==> src/rtl/alu_pkg.sv <==
// Shared definitions for the streaming FP ALU: FSM state encodings,
// opcodes, the canonical quiet NaN and a NaN detector.
package alu_pkg;

    typedef enum logic [3:0] {
        S_IDLE   = 4'd0,
        S_LOAD_A = 4'd1,
        S_LOAD_B = 4'd2,
        S_EXEC   = 4'd3,
        S_OUTPUT = 4'd4
    } state_t;

    localparam logic [1:0] OP_ADD = 2'b00;
    localparam logic [1:0] OP_SUB = 2'b01;
    localparam logic [1:0] OP_MIN = 2'b10;
    localparam logic [1:0] OP_MAX = 2'b11;

    localparam logic [31:0] QNAN = 32'h7FC0_0000;

    function automatic logic is_nan(input logic [31:0] x);
        return (x[30:23] == 8'hFF) && (x[22:0] != 23'd0);
    endfunction

endpackage

==> src/rtl/fp_addsub.sv <==
// Combinational IEEE-754 single-precision add/subtract, round-to-nearest-even.
// Ports: a, b operands; sub negates b; result = a +/- b.
module fp_addsub
    import alu_pkg::*;
(
    input  logic [31:0] a,
    input  logic [31:0] b,
    input  logic        sub,
    output logic [31:0] result
);

    logic        sa, sb, sl, ss, stk, rup;
    logic [7:0]  ea, eb, el, es, diff;
    logic [23:0] ma, mb, ml, msm;
    logic [26:0] xl, xs, mask, n;
    logic [27:0] sum;
    logic [4:0]  lz, sh;
    logic [9:0]  e;
    logic [24:0] rm;

    always_comb begin
        sa  = a[31];
        sb  = b[31] ^ sub;
        // Denormals use an effective exponent of 1 and no hidden bit.
        ea  = (a[30:23] == 8'd0) ? 8'd1 : a[30:23];
        eb  = (b[30:23] == 8'd0) ? 8'd1 : b[30:23];
        ma  = {a[30:23] != 8'd0, a[22:0]};
        mb  = {b[30:23] != 8'd0, b[22:0]};
        if (a[30:0] >= b[30:0]) begin
            sl = sa; el = ea; ml = ma;
            ss = sb; es = eb; msm = mb;
        end else begin
            sl = sb; el = eb; ml = mb;
            ss = sa; es = ea; msm = ma;
        end
        diff = el - es;
        xl   = {ml, 3'b000};
        mask = '0;
        stk  = 1'b0;
        if (diff >= 8'd27) begin
            xs = {26'd0, |msm};
        end else begin
            mask = (27'd1 << diff) - 27'd1;
            stk  = |({msm, 3'b000} & mask);
            xs   = {msm, 3'b000} >> diff;
            xs[0] = xs[0] | stk;
        end
        if (sl == ss) sum = {1'b0, xl} + {1'b0, xs};
        else          sum = {1'b0, xl} - {1'b0, xs};

        e  = {2'b00, el};
        n  = sum[26:0];
        lz = '0;
        sh = '0;
        if (sum[27]) begin
            n = sum[27:1] | {26'd0, sum[0]};
            e = e + 10'd1;
        end else begin
            for (int i = 0; i <= 26; i++)
                if (sum[i]) lz = 5'(26 - i);
            // Never normalise below the minimum exponent: yields denormals.
            sh = ({5'd0, lz} > e - 10'd1) ? 5'(e - 10'd1) : lz;
            n  = n << sh;
            e  = e - {5'd0, sh};
        end

        rup = n[2] & (n[1] | n[0] | n[3]);
        rm  = {1'b0, n[26:3]} + {24'd0, rup};
        if (rm[24]) begin
            rm = rm >> 1;
            e  = e + 10'd1;
        end

        if (is_nan(a) || is_nan(b))
            result = QNAN;
        else if (a[30:23] == 8'hFF && b[30:23] == 8'hFF && sa != sb)
            result = QNAN;
        else if (a[30:23] == 8'hFF)
            result = {sa, a[30:0]};
        else if (b[30:23] == 8'hFF)
            result = {sb, b[30:0]};
        else if (sum == 28'd0)
            result = {sl & ss, 31'd0};
        else if (e >= 10'd255)
            result = {sl, 8'hFF, 23'd0};
        else
            result = {sl, rm[23] ? e[7:0] : 8'd0, rm[22:0]};
    end

endmodule

==> src/rtl/fp_alu_stream.sv <==
// Streaming FP ALU: loads two 32-bit operands as BUS_W beats, computes
// add/sub/min/max, and streams the result out LSB beat first.
// Ports: clk, rst_n; start/opcode request; in_data/in_valid/in_ready
// operand stream; out_data/out_valid/out_ready result stream;
// busy, done, state_out status.
module fp_alu_stream
    import alu_pkg::*;
#(
    parameter int BUS_W    = 8,
    parameter int EXEC_LAT = 1
) (
    input  logic             clk,
    input  logic             rst_n,
    input  logic             start,
    input  logic [1:0]       opcode,
    input  logic [BUS_W-1:0] in_data,
    input  logic             in_valid,
    output logic             in_ready,
    output logic [BUS_W-1:0] out_data,
    output logic             out_valid,
    input  logic             out_ready,
    output logic             busy,
    output logic             done,
    output logic [3:0]       state_out
);

    localparam int         BEATS    = 32 / BUS_W;
    localparam logic [2:0] LAST     = 3'(BEATS - 1);
    localparam logic [3:0] LAT_LAST = 4'(EXEC_LAT - 1);

    state_t      state_q, state_d;
    logic [2:0]  beat_q, beat_d;
    logic [3:0]  lat_q, lat_d;
    logic [1:0]  op_q, op_d;
    logic [31:0] a_q, a_d, b_q, b_d, res_q, res_d;
    logic [31:0] addsub_res, minmax_res, exec_res;
    logic        a_lt_b;

    fp_addsub u_addsub (
        .a      (a_q),
        .b      (b_q),
        .sub    (op_q == OP_SUB),
        .result (addsub_res)
    );

    // Sign-magnitude ordering, so -0 sorts below +0.
    always_comb begin
        if (a_q[31] != b_q[31]) a_lt_b = a_q[31];
        else if (a_q[31])       a_lt_b = a_q[30:0] > b_q[30:0];
        else                    a_lt_b = a_q[30:0] < b_q[30:0];
        if (is_nan(a_q) || is_nan(b_q))
            minmax_res = QNAN;
        else if (op_q == OP_MIN)
            minmax_res = a_lt_b ? a_q : b_q;
        else
            minmax_res = a_lt_b ? b_q : a_q;
        exec_res = op_q[1] ? minmax_res : addsub_res;
    end

    always_comb begin
        state_d   = state_q;
        beat_d    = beat_q;
        lat_d     = lat_q;
        op_d      = op_q;
        a_d       = a_q;
        b_d       = b_q;
        res_d     = res_q;
        in_ready  = 1'b0;
        out_valid = 1'b0;
        out_data  = '0;
        done      = 1'b0;
        unique case (state_q)
            S_IDLE: begin
                if (start) begin
                    op_d    = opcode;
                    beat_d  = '0;
                    lat_d   = '0;
                    state_d = S_LOAD_A;
                end
            end
            S_LOAD_A, S_LOAD_B: begin
                in_ready = 1'b1;
                if (in_valid) begin
                    if (state_q == S_LOAD_A)
                        a_d[int'(beat_q)*BUS_W +: BUS_W] = in_data;
                    else
                        b_d[int'(beat_q)*BUS_W +: BUS_W] = in_data;
                    if (beat_q == LAST) begin
                        beat_d  = '0;
                        state_d = (state_q == S_LOAD_A) ? S_LOAD_B : S_EXEC;
                    end else begin
                        beat_d = beat_q + 3'd1;
                    end
                end
            end
            S_EXEC: begin
                if (lat_q == LAT_LAST) begin
                    res_d   = exec_res;
                    lat_d   = '0;
                    state_d = S_OUTPUT;
                end else begin
                    lat_d = lat_q + 4'd1;
                end
            end
            S_OUTPUT: begin
                out_valid = 1'b1;
                out_data  = res_q[int'(beat_q)*BUS_W +: BUS_W];
                if (out_ready) begin
                    if (beat_q == LAST) begin
                        done    = 1'b1;
                        beat_d  = '0;
                        state_d = S_IDLE;
                    end else begin
                        beat_d = beat_q + 3'd1;
                    end
                end
            end
            default: state_d = S_IDLE;
        endcase
    end

    assign busy      = (state_q != S_IDLE);
    assign state_out = state_q;

    always_ff @(posedge clk or negedge rst_n) begin
        if (!rst_n) begin
            state_q <= S_IDLE;
            beat_q  <= '0;
            lat_q   <= '0;
            op_q    <= OP_ADD;
            a_q     <= '0;
            b_q     <= '0;
            res_q   <= '0;
        end else begin
            state_q <= state_d;
            beat_q  <= beat_d;
            lat_q   <= lat_d;
            op_q    <= op_d;
            a_q     <= a_d;
            b_q     <= b_d;
            res_q   <= res_d;
        end
    end

endmodule

==> config.mk <==
export PLATFORM = sky130hd
export DESIGN_NAME = fp_alu_stream
export DESIGN_NICKNAME = d
export VERILOG_FILES = /design/src/rtl/alu_pkg.sv /design/src/rtl/fp_addsub.sv /design/src/rtl/fp_alu_stream.sv
export SDC_FILE = /design/constraint.sdc
export NUM_CORES = 1
export LEC_CHECK = 0
export ABC_AREA = 1
export ABC_CLOCK_PERIOD_IN_PS = 17200
export CAP_MARGIN = 10
export CORE_UTILIZATION = 45
export DETAILED_ROUTE_END_ITERATION = 8
export PLACE_DENSITY = 0.73
export REMOVE_ABC_BUFFERS = 1
export SLEW_MARGIN = 40
export SYNTH_ARGS = -nofsm -noshare
export SYNTH_HDL_FRONTEND = slang
export SYNTH_SLANG_ARGS = --single-unit
==> constraint.sdc <==
create_clock -name clk -period 17.2 [get_ports clk]
set_input_delay 2.58 -clock clk [delete_from_list [all_inputs] [get_ports clk]]
set_output_delay 2.58 -clock clk [all_outputs]
set_load 0.05 [all_outputs]
==> summary.md, run 1 <==
| Metric | Value |
|---|---|
| Outcome | finished clean |
| Last weighted congestion value of the routability-driven placer | around 1.0 |
| Maximum fanout encountered on the critical timing path | 33 |
| Antenna cells | 0 |
| Final WL | 73200 µm |
| Fin Setup TNS | 0 ps |
| Most common flop cell mapped by yosys | dfrtp_1 |
| Number of violations reported at the end of detailed-routing iteration 0 | 2638 |
| Endpoint class of the critical path | flip-flop |
| Yosys top cell area share | 0.188 |
| CP bufs+invs | 11 |
| X dimension of the die | 199 µm |
| Maximum achievable frequency | approximately 0.065 GHz |
| Number of flops mapped to enable cells by yosys | 0 |
| Height of the chip | between 150 and 200 µm |
| Crit Reg-Reg Startpoint | b_q[30]$_DFFE_PN0P_ |
| Final Cycle Share | 0.900 |
| Clock latency on the worst-skew pair | 360 ps |
| Cell mode on critical path | nand2_1 |
| DP Area | around 18000 µm² |
| Routed vias | ~21000 |
| Layout Cells excl Fill | 3481 |
| Half-perimeter wire length after placement | ~57000 µm |
| Critical Path Start Type | flip-flop |
| Number of antenna violations at the first check in global routing | 0 |
| Initial core utilization | 0.461 |
| Number of nets at the end of the flow | approximately 3100 |
| Via count of the first global-routing pass | between 15000 and 20000 |
| Total gr overflow | 0 |
| Actual transition at the worst max-transition pin | ~960 ps |
| Synthesized area per cell | 5.78 µm² |
| Post-cts hold buffer count | 0 |
| WL/cell | between 20 and 25 µm |
| Largest stage delay on the critical path | 440 ps |
| Detailed-route vias per instance | roughly 6.0 |
| Slowest cell on the critical path | fa_1 |
| Min cycle time layout | between 15000 and 20000 ps |
| CTS clock-pin slew for the worst setup and hold paths | about 80 ps |
| H-tree levels | 3 |
| Most area-hungry cell type in the Yosys netlist | nand2_1 |
| Global-route usage over all layers | 0.368 |
| Number of buffer cells added on primary ports | 29 |
| Number of standard cells after synthesis | roughly 3000 |
| Worst Hold Class | flip-flop to flip-flop |
| Critical Path RT | roughly 17000 ps |
| Relative slew slack | 0.351 |
| Area of the die | roughly 40000 µm² |
| TritonCTS clock tree | done |
| Wire length of the first global-routing pass | about 110000 µm |
| Fraction of final layout cells with drive strength greater than 1 | 0.0761 |
| Antenna Nets Post-Route | 0 |
| Largest cells by area after synthesis | nand2_1, dfrtp_1, nand3_1 |
| Inserted Clock Buffers | 9 |
| Setup WS pre-CTS | 1340 ps |
| Placed Cells incl. Taps | around 3500 |
| Unrepaired setup endpoints after global routing | false |
| Max-cap check violation count | 0 |
| Number of setup violations in the final report | 0 |
| Maximum number of pins on one net before global-route repair | between 70 and 80 |
| Setup Crit Path Kind | flip-flop to flip-flop |
| Critical path startpoint | b_q[30]$_DFFE_PN0P_ |
| Launch point of the worst hold path | res_q[14]$_DFFE_PN0P_ |
| Critical path's top delay family | simple AND/OR/NAND/NOR gates |
| Slack of the critical path | between 1500 and 2000 ps |
| Worst-case clock skew | between 10 and 15 ps |
| Summed instance area of the synthesized netlist | 17500 µm² |
| Cell chosen for the clock root | clkbuf_16 |
| Crit path arrival time | roughly 16000 ps |
| Fraction of the yosys area taken by sequential cells | 0.155 |
| Standard-cell rows | a little over 70 |
| Count of final hold-check violations | 0 |
| Summed area of non-filler cells in the final layout | 18200 µm² |
| # IOs | 31 |
| Longest Clk Path Bufs | 2 |
| Detailed-route DRC error count | 0 |
| Number of pins exceeding their max-slew limit in the final report | 0 |
| Number of distinct library cell variants in the gate-level netlist after synthesis | 75 |
| Detailed-routing iteration count for the pre-antenna-repair pass | 8 |
| CORE AREA | between 30000 and 40000 µm² |
| Clock sinks | about 110 |
| Yosys warning count | 0 |
| Syn-to-layout area delta | 4.16% |
| Async SR Flop Fraction | 1.00 |
| Number of flip-flops and latches in the synthesized netlist | about 110 |
==> cell usage in the layout, fill, tap and decap left out, drive strengths merged, types with 28 or more instances in the layout <==
master	count
nand2	905
nand3	428
inv	366
nor2	276
o21ai	229
a21oi	198
ha	113
dfrtp	108
nand4	59
nor3	43
xor2	38
buf	29
clkdlybuf4s50	28
==> final cells by class <==
cell class / count / area [µm²]
fillers: 4102 / 19700
multi-input cells: 2414 / 12600
flip-flops and latches: 108 / 2700
inverters: 375 / 1420
well taps: 511 / 639
repair buffers: 57 / 522
clock buffers: 12 / 256
clock inverters: 4 / 40.0
==> path summary, 6_finish.rpt <==
path / slack, ps / endpoint / cells after the start
max reg2reg: 1710 / res_q[20]$_DFFE_PN0P_ / 95
min reg2reg: 490 / res_q[14]$_DFFE_PN0P_ / 2
min: 490 / res_q[14]$_DFFE_PN0P_ / 2
min in group asynchronous: 2210 / state_out[0]$_DFFE_PN0P_ / 1
max: 1710 / res_q[20]$_DFFE_PN0P_ / 95
max in group asynchronous: 13950 / b_q[4]$_DFFE_PN0P_ / 2
==> metal layers <==
| metal | part of all wire | wire (µm) | track usage |
|---|---|---|---|
| met1 | 0.41 | 30400 | 0.497 |
| met2 | 0.43 | 31800 | 0.577 |
| met3 | 0.095 | 6980 | 0.0495 |
| met4 | 0.055 | 4020 | 0.177 |
| met5 | 0 | 0 | 0 |
==> cells in the mapped netlist (all sizes together), types with 5 or more instances <==
master  count
xnor2       7
inv       365
a21o        6
o21ai     229
clkbuf     50
a31oi       7
a21oi     198
nand4      59
nand3     425
o22ai       5
nor2      276
xor2       38
nand2     905
nand3b     10
or2         6
buf        82
o21bai      6
ha        113
nor3       43
a22oi       5
nor4       15
dfrtp     108
o211ai     11
o21a        8
clkinv     10
==> cell families (layout without fill, tap and decap cells) <==
kind of cell,after synthesis,count (layout),share of synthesized area
xor gates and xnor gates,45,45,0.0234
AOI/OAI and AO/OA,504,504,0.161
other,1,1,0.000214
adders and majority gates,116,116,0.0843
DFF,108,108,0.155
and+or+nand+nor,1745,1748,0.447
buffers and inverters,509,448,0.129
==> state kept, by name, summed over array words and instances, names as in the netlist <==
name / flops
a_q: 32
b_q: 32
res_q: 32
lat_q: 4
beat_q: 3
state_out: 3
op_q: 2
==> timing repair <==
item | in CTS | in global routing
resized for setup | 0 | 9
hold endpoints to repair | 0 | 0
buffers inserted | 0 | 1
endpoints found under the setup margin | 0 | 31
==> stage by stage <==
step	util	hold WS, ps
6_report	0.480	490
5_1_grt	0.480	510
4_1_cts	0.477	486
3_5_place_dp	0.469	468
3_3_place_gp	0.469	462
2_1_floorplan	-	444
==> worst min-delay path: cells and delay by family, from the launching register on <==
kind	cells	cell delay, ps
flops	1	350
simple gates	2	110
Power of run 1 is not shown: default switching activity piles up to over one toggle a cycle in this logic, so the estimate is an artifact.
==> run 2, diff against run 1 <==
--- a/config.mk
+++ b/config.mk
@@ -8,6 +8,7 @@
 export ABC_AREA = 1
 export ABC_CLOCK_PERIOD_IN_PS = 17200
 export CAP_MARGIN = 10
+export CORE_MARGIN = 1.5
 export CORE_UTILIZATION = 45
 export DETAILED_ROUTE_END_ITERATION = 8
 export PLACE_DENSITY = 0.73
==> run 2 against run 1 <==
  * First-iteration DRC count increased by 11%
  * Sequential cell count unchanged
  * Cell count increased by 0.14%
  * Clock skew decreased by 2.9 ps
  * Setup slack improved by 170 ps
  * Non-clock buffer count increased by 1
  * Fmax increased by 1.1%
  * Sequential share of layout area about the same
  * Critical path depth decreased by 8
  * Wire length decreased by 12%
  * Clock-buffer cell count decreased by 3
==> summary.md, run 2 (same netlist as run 1, synthesis figures left out) <==
| Metric | Value |
|---|---|
| Standard-cell rows | 72 (was 71) |
| Max-cap check violation count | 0 (unchanged) |
| Crit path arrival time | 15620 ps (was 15730 ps) |
| Antenna cells | 0 (unchanged) |
| H-tree levels | 3 (unchanged) |
| Detailed-routing iteration count for the pre-antenna-repair pass | 9 (was 8) |
| Clock sinks | 108 (unchanged) |
| Actual transition at the worst max-transition pin | 865 ps (was 964 ps) |
| Longest Clk Path Bufs | 2 (unchanged) |
| Final WL | 64400 µm (was 73200 µm) |
| Critical path's top delay family | simple AND/OR/NAND/NOR gates (unchanged) |
| Most common cell after layout, fill and taps aside | nand2_1 (unchanged) |
| Most frequent cells in the layout | nand2_1, nand3_1, inv_1 (unchanged) |
| Slowest cell on the critical path | o21ai_1 (was fa_1) |
| Relative slew slack | 0.421 (was 0.351) |
| Half-perimeter wire length after placement | 50200 µm (was 57000 µm) |
| Last weighted congestion value of the routability-driven placer | 1.05 (was 1.02) |
| Count of final hold-check violations | 0 (unchanged) |
| Global-route usage over all layers | 0.311 (was 0.368) |
| Fraction of final layout cells with drive strength greater than 1 | 0.0741 (was 0.0761) |
| Unrepaired setup endpoints after global routing | false (unchanged) |
| Initial core utilization | 0.455 (was 0.461) |
| Number of violations reported at the end of detailed-routing iteration 0 | 2916 (was 2638) |
| Clock latency on the worst-skew pair | 370 ps (was 360 ps) |
| Worst Hold Class | flip-flop to flip-flop (unchanged) |
| Number of buffer cells added on primary ports | 29 (unchanged) |
| Syn-to-layout area delta | 3.76% (was 4.16%) |
| Total gr overflow | 0 (unchanged) |
| Cell chosen for the clock root | clkbuf_16 (unchanged) |
| Detailed-route vias per instance | 5.81 (was 6.01) |
| Number of antenna violations at the first check in global routing | 0 (unchanged) |
| CP bufs+invs | 10 (was 11) |
| Min cycle time layout | 15310 ps (was 15490 ps) |
| Fill cell count | 4152 (was 4102) |
| Number of pins exceeding their max-slew limit in the final report | 0 (unchanged) |
| Area of the die | 40100 µm² (was 39700 µm²) |
| Registers with the most flip-flops | a_q: 32 flops, b_q: 32 flops, res_q: 32 flops (unchanged) |
| Post-cts hold buffer count | 0 (unchanged) |
| Cell mode on critical path | nand2_1 (unchanged) |
| DP Area | 17800 µm² (about the same) |
| Outcome | finished clean (unchanged) |
| Number of setup violations in the final report | 0 (unchanged) |
| Detailed-route DRC error count | 0 (unchanged) |
| Wire length of the first global-routing pass | 100000 µm (was 112000 µm) |
| Maximum fanout encountered on the critical timing path | 33 (unchanged) |
| CTS clock-pin slew for the worst setup and hold paths | 80 ps (about the same) |
| Buffer count from post-CTS setup fixing | 0 (unchanged) |
| Height of the chip | 200 µm (was 199 µm) |
| Maximum number of pins on one net before global-route repair | 81 (was 71) |
| X dimension of the die | 200 µm (was 199 µm) |
| TritonCTS clock tree | done (unchanged) |
| Critical Path RT | 17510 ps (was 17450 ps) |
| Via count of the first global-routing pass | 18017 (was 19114) |
| Number of nets at the end of the flow | 3095 (was 3096) |
| Worst-case clock skew | 9.08 ps (was 12.0 ps) |
| Inserted Clock Buffers | 9 (unchanged) |
| # IOs | 31 (unchanged) |
| Fin Setup TNS | 0 ps (unchanged) |
| Final Cycle Share | 0.890 (was 0.900) |
| Routed vias | 20247 (was 20928) |
| Final core utilization | 0.472 (was 0.480) |
| Maximum achievable frequency | 0.0653 GHz (was 0.0646 GHz) |
| Endpoint class of the critical path | flip-flop (unchanged) |
| Register Area | 2700 µm² (about the same) |
| Summed area of non-filler cells in the final layout | 18100 µm² (was 18200 µm²) |
| WL/cell | 18.5 µm (was 21.0 µm) |
| Setup Crit Path Kind | flip-flop to flip-flop (unchanged) |
| Antenna Nets Post-Route | 0 (unchanged) |
| Largest stage delay on the critical path | 700 ps (was 440 ps) |
| Critical Path Start Type | flip-flop (unchanged) |
| CORE AREA | 38500 µm² (was 37900 µm²) |
| Area of the multi-input gates | 12600 µm² (about the same) |
-- run 2: cell count changes in the layout (fill, tap and decap cells not counted), sizes merged --
cell    before  now
clkbuf      12    9
nand3      428  425
clkinv      12   14
buf         29   30
nor2       276  277
-- run 2: path summary, 6_finish.rpt --
check	from	endpoint	slack, ps	cells after the start
worst max-delay path	b_q[26]$_DFFE_PN0P_	res_q[2]$_DFFE_PN0P_	1890	87
max in group asynchronous	rst_n	b_q[24]$_DFFE_PN0P_	13940	2
min in group asynchronous	rst_n	state_out[0]$_DFFE_PN0P_	2180	1
worst min register to register	res_q[9]$_DFFE_PN0P_	res_q[9]$_DFFE_PN0P_	480	2
worst min-delay path	res_q[9]$_DFFE_PN0P_	res_q[9]$_DFFE_PN0P_	480	2
worst max register to register	b_q[26]$_DFFE_PN0P_	res_q[2]$_DFFE_PN0P_	1890	87
-- run 2: tightest hold or removal path: stages, from the launching register on --
cell and delay, ps:
dfrtp_1 340, nand2_1 50, nand2_1 60
-- run 2: timing repair --
action | 4_1_cts | 5_1_grt
endpoints found under the setup margin | 0 | 31
resized for setup | 0 | 2
hold endpoints to repair | 0 | 0
-- run 2: layout make-up --
| type | instances | share of cell area |
|---|---|---|
| Sequential cell | 108 | 0.149 |
| Timing Repair Buffer | 58 | 0.0281 |
| Multi-Input combinational cell | 2412 | 0.694 |
| Clock inverter | 6 | 0.00283 |
| Clock buffer | 9 | 0.0124 |
| Tap cell | 518 | 0.0357 |
| Inverter | 375 | 0.0778 |
-- run 2: stage by stage --
step | hold slack (ps) | setup WS [ps] | cells
final | 480 | 1890 | 3486
after global routing | 499 | 54.9 | 3486
after CTS | 481 | 1800 | 3485
after detailed placement | 464 | 1860 | 3470
after global placement | 458 | 2050 | 3470
after floorplan | 444 | 2960 | 2894
-- run 2: layer usage --
metal  share of wire  up-vias  global-route usage
met3            0.11      164              0.0467
met5               0        -                   0
met4           0.041        0               0.121
li1                -     9808                   -
met2            0.43     1228               0.480
met1            0.42     9047               0.435
Power of run 2 is left out for the same reason.
